`src/rtl/fcvt_pkg.sv`:
```
// Shared types and constants for the conversion scheduler: request/result payloads
// and OpCtrl bit positions.
package fcvt_pkg;

    localparam int unsigned XLEN    = 64;
    localparam int unsigned FLEN    = 64;
    localparam int unsigned FMTBITS = 2;
    localparam int unsigned TAGW    = 5;
    localparam int unsigned FLGW    = 5;
    localparam int unsigned OPW     = 3;

    localparam int unsigned SIGNED_B  = 0;
    localparam int unsigned INT64_B   = 1;
    localparam int unsigned INTTOFP_B = 2;

    localparam logic SRC_FPU = 1'b0;
    localparam logic SRC_IEU = 1'b1;

    typedef struct packed {
        logic [OPW-1:0]     op;
        logic [FMTBITS-1:0] fmt;
        logic [FLEN-1:0]    x;
        logic [XLEN-1:0]    ival;
        logic [TAGW-1:0]    tag;
        logic               src;
    } cvt_req_t;

    typedef struct packed {
        logic [FLEN-1:0] data;
        logic [FLGW-1:0] flg;
        logic [TAGW-1:0] tag;
        logic            to_int;
    } cvt_res_t;

    // fp->fp is encoded as OpCtrl 000 on the FPU port; any other fp-source op targets the int RF
    function automatic logic is_to_int(input cvt_req_t r);
        return (r.src == SRC_FPU) && !r.op[INTTOFP_B] && (r.op[SIGNED_B] || r.op[INT64_B]);
    endfunction

endpackage

```
`src/rtl/fcvt_sched_rr_arb2.sv`:
```
// Two-way round-robin arbiter; the pointer names the preferred port and moves to
// the loser of every grant that is taken.
module rr_arb2 (
    input  logic       clk,
    input  logic       reset,
    input  logic [1:0] req,
    input  logic       en,
    output logic [1:0] gnt_c
);

    logic ptr_q;
    logic ptr_d;

    always_comb begin
        gnt_c = req;
        ptr_d = ptr_q;
        if (&req) begin
            gnt_c = ptr_q ? 2'b10 : 2'b01;
        end
        if (en && (|req)) begin
            ptr_d = gnt_c[0];
        end
    end

    always_ff @(posedge clk) begin
        if (reset) begin
            ptr_q <= 1'b0;
        end else begin
            ptr_q <= ptr_d;
        end
    end

endmodule

```
`src/rtl/fcvt_sched.sv`:
```
// Scheduler for the shared conversion datapath: arbitrates FPU/IEU requests into
// S1 (drives datapath), captures the result into S2 and hands it to writeback.
module fcvt_sched
    import fcvt_pkg::*;
(
    input  logic               clk,
    input  logic               reset,
    input  logic               Req0Valid,
    output logic               Req0Ready,
    input  logic [OPW-1:0]     Req0Op,
    input  logic [FMTBITS-1:0] Req0Fmt,
    input  logic [FLEN-1:0]    Req0X,
    input  logic [TAGW-1:0]    Req0Tag,
    input  logic               Req1Valid,
    output logic               Req1Ready,
    input  logic [OPW-1:0]     Req1Op,
    input  logic [FMTBITS-1:0] Req1Fmt,
    input  logic [XLEN-1:0]    Req1Int,
    input  logic [TAGW-1:0]    Req1Tag,
    input  logic               Flush,
    output logic [OPW-1:0]     DpOpCtrl,
    output logic [FMTBITS-1:0] DpFmt,
    output logic               DpToInt,
    output logic [FLEN-1:0]    DpX,
    output logic [XLEN-1:0]    DpInt,
    input  logic [FLEN-1:0]    DpRes,
    input  logic [FLGW-1:0]    DpFlg,
    output logic               ResValid,
    input  logic               ResReady,
    output logic [FLEN-1:0]    ResData,
    output logic [FLGW-1:0]    ResFlg,
    output logic [TAGW-1:0]    ResTag,
    output logic               ResToInt,
    output logic               Busy
);

    cvt_req_t   s1_q, s1_d, new_req_c;
    cvt_res_t   s2_q, s2_d;
    logic       s1v_q, s1v_d, s2v_q, s2v_d;
    logic       adv1_c, adv2_c, acc_c;
    logic [1:0] gnt_c;

    rr_arb2 u_arb (
        .clk   (clk),
        .reset (reset),
        .req   ({Req1Valid, Req0Valid}),
        .en    (adv1_c & ~Flush),
        .gnt_c (gnt_c)
    );

    always_comb begin
        adv2_c    = ~s2v_q | ResReady;
        adv1_c    = ~s1v_q | adv2_c;
        Req0Ready = adv1_c & gnt_c[0] & ~Flush;
        Req1Ready = adv1_c & gnt_c[1] & ~Flush;
        acc_c     = Req0Ready | Req1Ready;

        // Unused operand field is zeroed so the datapath never sees stale or X data
        new_req_c = '0;
        if (gnt_c[1]) begin
            new_req_c.op   = Req1Op;
            new_req_c.fmt  = Req1Fmt;
            new_req_c.ival = Req1Int;
            new_req_c.tag  = Req1Tag;
            new_req_c.src  = SRC_IEU;
        end else begin
            new_req_c.op   = Req0Op;
            new_req_c.fmt  = Req0Fmt;
            new_req_c.x    = Req0X;
            new_req_c.tag  = Req0Tag;
            new_req_c.src  = SRC_FPU;
        end

        s1_d  = s1_q;
        s1v_d = s1v_q;
        s2_d  = s2_q;
        s2v_d = s2v_q;
        if (Flush) begin
            s1v_d = 1'b0;
            s2v_d = 1'b0;
            s1_d  = '0;
            s2_d  = '0;
        end else begin
            if (adv2_c) begin
                s2v_d = s1v_q;
                if (s1v_q) begin
                    s2_d.data   = DpRes;
                    s2_d.flg    = DpFlg;
                    s2_d.tag    = s1_q.tag;
                    s2_d.to_int = is_to_int(s1_q);
                end
            end
            if (adv1_c) begin
                s1v_d = acc_c;
                if (acc_c) begin
                    s1_d = new_req_c;
                end
            end
        end
    end

    always_ff @(posedge clk) begin
        if (reset) begin
            s1_q  <= '0;
            s2_q  <= '0;
            s1v_q <= 1'b0;
            s2v_q <= 1'b0;
        end else begin
            s1_q  <= s1_d;
            s2_q  <= s2_d;
            s1v_q <= s1v_d;
            s2v_q <= s2v_d;
        end
    end

    assign DpOpCtrl = s1_q.op;
    assign DpFmt    = s1_q.fmt;
    assign DpX      = s1_q.x;
    assign DpInt    = s1_q.ival;
    assign DpToInt  = is_to_int(s1_q);
    assign ResValid = s2v_q;
    assign ResData  = s2_q.data;
    assign ResFlg   = s2_q.flg;
    assign ResTag   = s2_q.tag;
    assign ResToInt = s2_q.to_int;
    assign Busy     = s1v_q | s2v_q;

endmodule

```
`config.mk`:
```
export PLATFORM = sky130hd
export DESIGN_NAME = fcvt_sched
export DESIGN_NICKNAME = d
export VERILOG_FILES = /design/src/rtl/fcvt_pkg.sv /design/src/rtl/fcvt_sched_rr_arb2.sv /design/src/rtl/fcvt_sched.sv
export SDC_FILE = /design/constraint.sdc
export NUM_CORES = 1
export LEC_CHECK = 0
export BUFFER_PORTS_ARGS = -buffer_cell sky130_fd_sc_hd__buf_2
export CAP_MARGIN = 20
export CORE_AREA = 10 10 162 164
export DETAILED_ROUTE_END_ITERATION = 10
export DIE_AREA = 0 0 172 174
export GPL_TIMING_DRIVEN = 0
export PLACE_DENSITY = 0.68
export SYNTH_ARGS = -nofsm -noshare
export SYNTH_HDL_FRONTEND = slang
export SYNTH_HIERARCHICAL = 1
export SYNTH_SLANG_ARGS = --single-unit
```
`constraint.sdc`:
```
create_clock -name clk -period 2.3 [get_ports clk]
set_input_delay 0.115 -clock clk [delete_from_list [all_inputs] [get_ports clk]]
set_output_delay 0.115 -clock clk [all_outputs]
set_load 0.02 [all_outputs]
```
Word level (Yosys, flattened, before mapping)
Cells that the tools add are included.
Word-level totals
  flip-flop bits (word level): 217
  input bits: 223
  output and inout bits: 213
  word-level logic and storage cells: 42
Cells by class
  multiplexer cells: 6
  bitwise operators: 13
  reductions and logical operators: 10
Operators with widths (count)
  64-bit 2-to-1 mux: 2
  6-bit 2-to-1 mux: 1
  2-bit AND reduction: 3
  1-bit bitwise AND: 5
  5-bit 2-to-1 mux: 1
  2-bit 2-to-1 mux: 2
  1-bit NOT: 4
  1-bit bitwise OR: 4
  2-bit OR reduction: 2
  1-bit logical AND: 3
  1-bit logical NOT: 1
  1-bit logical OR: 1

Logic depth before layout (Yosys ltp)
  depth in word-level cells: 7
  depth in mapped cells: 7
  depth with buffers taken out: 5

Cells and area by module
The synthesis kept the hierarchy.
Modules (own cells, without submodules)
  fcvt_sched: instances 1, cells an instance 972, area an instance 8640.8 µm², seq. area each 4324.1 µm²
  rr_arb2: instances 1, cells an instance 7, area an instance 65.1 µm², seq. area each 20.0 µm²

Least setup slack after synthesis
OpenSTA, ideal clock, no wires.
  kind: register -> register
  start: register u_arb.ptr_q
  end: register s1_q (netlist bit DpX[0])
  setup time: 0.134 ns
  arrival: 1.536 ns
  data required time: 2.166 ns
  setup slack: 0.630 ns
  cell stages (with the launch flop): 8
  path through: dfxtp_1 inv_1 a21boi_0 o21ba_2 and2_1 buf_2 buf_2 o22ai_1
Between the ends
  cells in the longest elaborated chain, start to end: 6
Ends and longest elaborated chain
  start, declared: RTL line fcvt_sched_rr_arb2.sv:11  | logic ptr_q;
  start signal, assigned: RTL line fcvt_sched_rr_arb2.sv:29  | ptr_q <= ptr_d;
  2-bit 2-to-1 mux *: RTL line fcvt_sched_rr_arb2.sv:18  | gnt_c = ptr_q ? 2'b10 : 2'b01;
  2-bit 2-to-1 mux *: RTL line fcvt_sched_rr_arb2.sv:17  | if (&req) begin
  net gnt_c[1]: RTL line fcvt_sched.sv:41  | logic [1:0] gnt_c;
  1-bit bitwise AND (2 in series): RTL line fcvt_sched.sv:55  | Req1Ready = adv1_c & gnt_c[1] & ~Flush;
  1-bit bitwise OR: RTL line fcvt_sched.sv:56  | acc_c = Req0Ready | Req1Ready;
  2-bit AND reduction (no line)
  end signal, assigned: RTL line fcvt_sched.sv:104  | s1_q <= '0;
  end signal, assigned: RTL line fcvt_sched.sv:109  | s1_q <= s1_d;
  end, declared: RTL line fcvt_sched.sv:37  | cvt_req_t s1_q, s1_d, new_req_c;
The timed path passes the listed nets; every way through them passes the cells marked *.
A chain may end at the register's enable or synchronous reset.

Worst setup path in the final report
  start: register u_arb.ptr_q
  end: output Req1Ready
Between the ends
  cells in the longest elaborated chain, start to end: 4
Ends and longest elaborated chain
  2-bit 2-to-1 mux: RTL line fcvt_sched_rr_arb2.sv:18
  2-bit 2-to-1 mux: RTL line fcvt_sched_rr_arb2.sv:17
  net gnt_c[1]: RTL line fcvt_sched.sv:41
  1-bit bitwise AND (2 in series): RTL line fcvt_sched.sv:55
  end, declared: RTL line fcvt_sched.sv:15  | output logic Req1Ready,
The timed path passes the listed nets, and every way through them passes these cells.

==> impl_metrics.ini <==
[floorplan]
fp.coreArea_um2 = 23100
io_pins = 436
initial_core_util = 0.377
rows = 56
die_y_um = 174
die_w_um = 172
dieArea_um2 = 29900

[drt]
wl_per_cell_um = 19.0
via_per_inst = 5.00
drt-initial-drc-count = 676
drt_pre_antenna_iters = 7
ant_nets = 0
drc = 0
wl_mm = 37.1
route.vias.total = 9780

[sta]
finalCriticalPeriod_ps = 2180
setup_tns_ps = 0
rsz0062_at_grt = no
fin_skew_ps = 9.01
period_share = 0.949
layout_setup_ws_ps = 118
tightestPinTransition_ps = 599
max_slew_margin = 0.601
hold_viol = 0
slew_violations = 0
fmax_mhz = 458
setup_viol = 0

[clock_tree]
insertion_delay_ps = 510
h-tree-depth = 1
clk_pin_slew_ps = 60
cts_buffers = 24
cts_tree = yes
cts_sinks = 217
cts_root_buf = clkbuf_16
clock_path_buffers = 3
postCtsSetupRepairBufs = 0

[critical_path]
critPathSlowestCell = buf_2
crit_fanout = 10
critical_path_class = flop to primary output
crit_chain = inv_1 > a21boi_1 > buf_2 > and2_1 > buf_2
crit_arrival_ps = 2070
critical_path.max_stage_delay_ps = 420
critical_path.top_delay_family = buffers and inverters
critPathBufInv = 3
critPathLaunchType = flop
cp_common_cell = buf_2
endpoint_kind = primary output
critPathRequiredTime_ps = 2180

[synth]
synth_edf_count = 0
synth.net_count = 1202
ys_ff_latch = 217
synth_flop_cell = dfxtp_1
ys_async_sr_fraction = 0
synth_top_area_frac = 0.499
ys_seq_area_frac = 0.499
synth_warnings = 6
ys_top_cells_by_area = dfxtp_1, buf_4, a22o_1, nand2_1, a21oi_1
synth.most_common_cell = dfxtp_1
synth_top_cell_by_area = dfxtp_1
synthCells = 979
synthTopCellsByCount = dfxtp_1, buf_4, nand2_1, a21oi_1, nand3_1
synth_area_um2 = 8710
syn_avg_cell_area_um2 = 8.89
yosys.cell_types.count = 34

[placement]
gp_congestion = 0.851
dp_slack_ps = 118
io_buffers = 435
dp_hpwl_mm = 25.4

[power]
p_per_area_nw_per_um2 = 630
p_clk_frac = 0.434
ir_drop_mv = 0.459
switchingPower_mw = 2.16
power.leakage_nw = 6.61
p_int_mw = 6.72
power_frac_seq = 0.437
comb_power_share = 0.129
switching_share = 0.243

[min_path]
hold_class = primary input to flop

[global_route]
antenna_found_initial = 4
grt_usage = 0.233
overflow = 0
grt_max_degree = 13
grt_pass1_vias = 10100
grt_pass1_wl_mm = 56.5

[outcome]
outcome = finished clean

[cells_and_area]
final_nets = 1867
area_growth_pct = 61.8
drive_gt1_frac = 0.384
final_core_utilization = 0.609

[flow_run]
maxCapViolCount = 0
[cell usage in the layout (no fill, tap or decap), types with 2 or more instances in the layout]
cell type / instances
o21ai_1: 5
nand3_1: 74
a211oi_1: 10
o21ai_0: 70
clkbuf_16: 25
dfxtp_1: 217
clkbuf_8: 6
nor2_1: 4
nand3b_1: 2
dlygate4sd3_1: 204
nand2_1: 129
o22ai_1: 64
clkbuf_1: 63
a22o_1: 64
diode_2: 4
clkinv_2: 2
and2_1: 3
buf_4: 134
buf_1: 4
a21oi_1: 88
buf_2: 463
mux2i_1: 10
[layer usage]
metal | global-route usage | vias to the layer above | share of wire | wire (um)
met5 | 0 | - | 0 | 0
met4 | 0.123 | 0 | 0.053 | 1960
met3 | 0.0643 | 123 | 0.089 | 3310
met2 | 0.394 | 466 | 0.48 | 17700
met1 | 0.259 | 4554 | 0.38 | 14100
li1 | - | 4637 | - | -
[registers in the layout (all words and copies together), names as in the netlist]
signal and cells:
ResFlg 5, s1_q 6, ResTag 5, DpOpCtrl 3, ResValid 1, DpFmt 2, DpX 64, ResToInt 1
s1v_q 1, DpInt 64, u_arb/ptr_q 1, ResData 64
[power groups by stage]
stage,Sequential [mW],Clock [mW],Combinational [mW]
finish,3.87,3.86,1.15
global route,3.88,4.06,1.23
CTS,3.87,3.92,1.12
detailed placement,3.95,0,0.835
global placement,3.95,0,0.832
floorplan,3.96,0,0.435
[cells by family (layout without fill, tap and decap cells)]
group,count (synthesis),in the layout,synth area share
buffers and inverters,223,905,0.158
multiplexers,10,10,0.0115
AND/OR/NAND/NOR,221,221,0.111
other,0,4,0
flip-flops,217,217,0.499
AO/OA/AOI/OAI,308,308,0.220
[metrics by stage]
step | power, mW | cells | hold slack [ps] | area (um2)
after floorplan | 4.40 | 979 | 177 | 8710
after detailed placement | 4.79 | 1704 | 311 | 11200
final | 8.88 | 1955 | 14.3 | 14100
after CTS | 8.92 | 1951 | 4.29 | 14100
after global routing | 9.17 | 1955 | 23.2 | 14100
after global placement | 4.78 | 1704 | 309 | 11200
[worst min-delay path: stages]
cell	delay, ps
buf_2	100
mux2i_1	160
a211oi_1	100
[repair_timing]
action	4_1_cts	5_1_grt
setup endpoints to repair	1	0
resized for setup	1	0
hold buffers	204	0
endpoints found under the hold margin	201	0
[path summary, 6_finish.rpt]
check / slack (ps) / to / cells after the start / startpoint
worst max-delay path: 120 / Req1Ready / 5 / u_arb/ptr_q
worst min-delay path: 10 / DpFmt[1] / 3 / Req0Fmt[1]
worst max register to register: 140 / DpFmt[0] / 6 / u_arb/ptr_q
worst min register to register: 460 / DpX[63] / 2 / DpX[63]
[area by class of cell]
class                           count  area, um2
Sequential cell                   217       4340
Inverter                            2       7.51
Buffer                            221       1370
Fill cell                        1889       9040
Clock inverter                      4       47.5
Antenna cell                        4       10.0
Clock buffer                       39        738
Tap cell                          290        363
Timing Repair Buffer              639       4220
Multi-Input combinational cell    539       2990
Power figures use the tool's default switching activity.
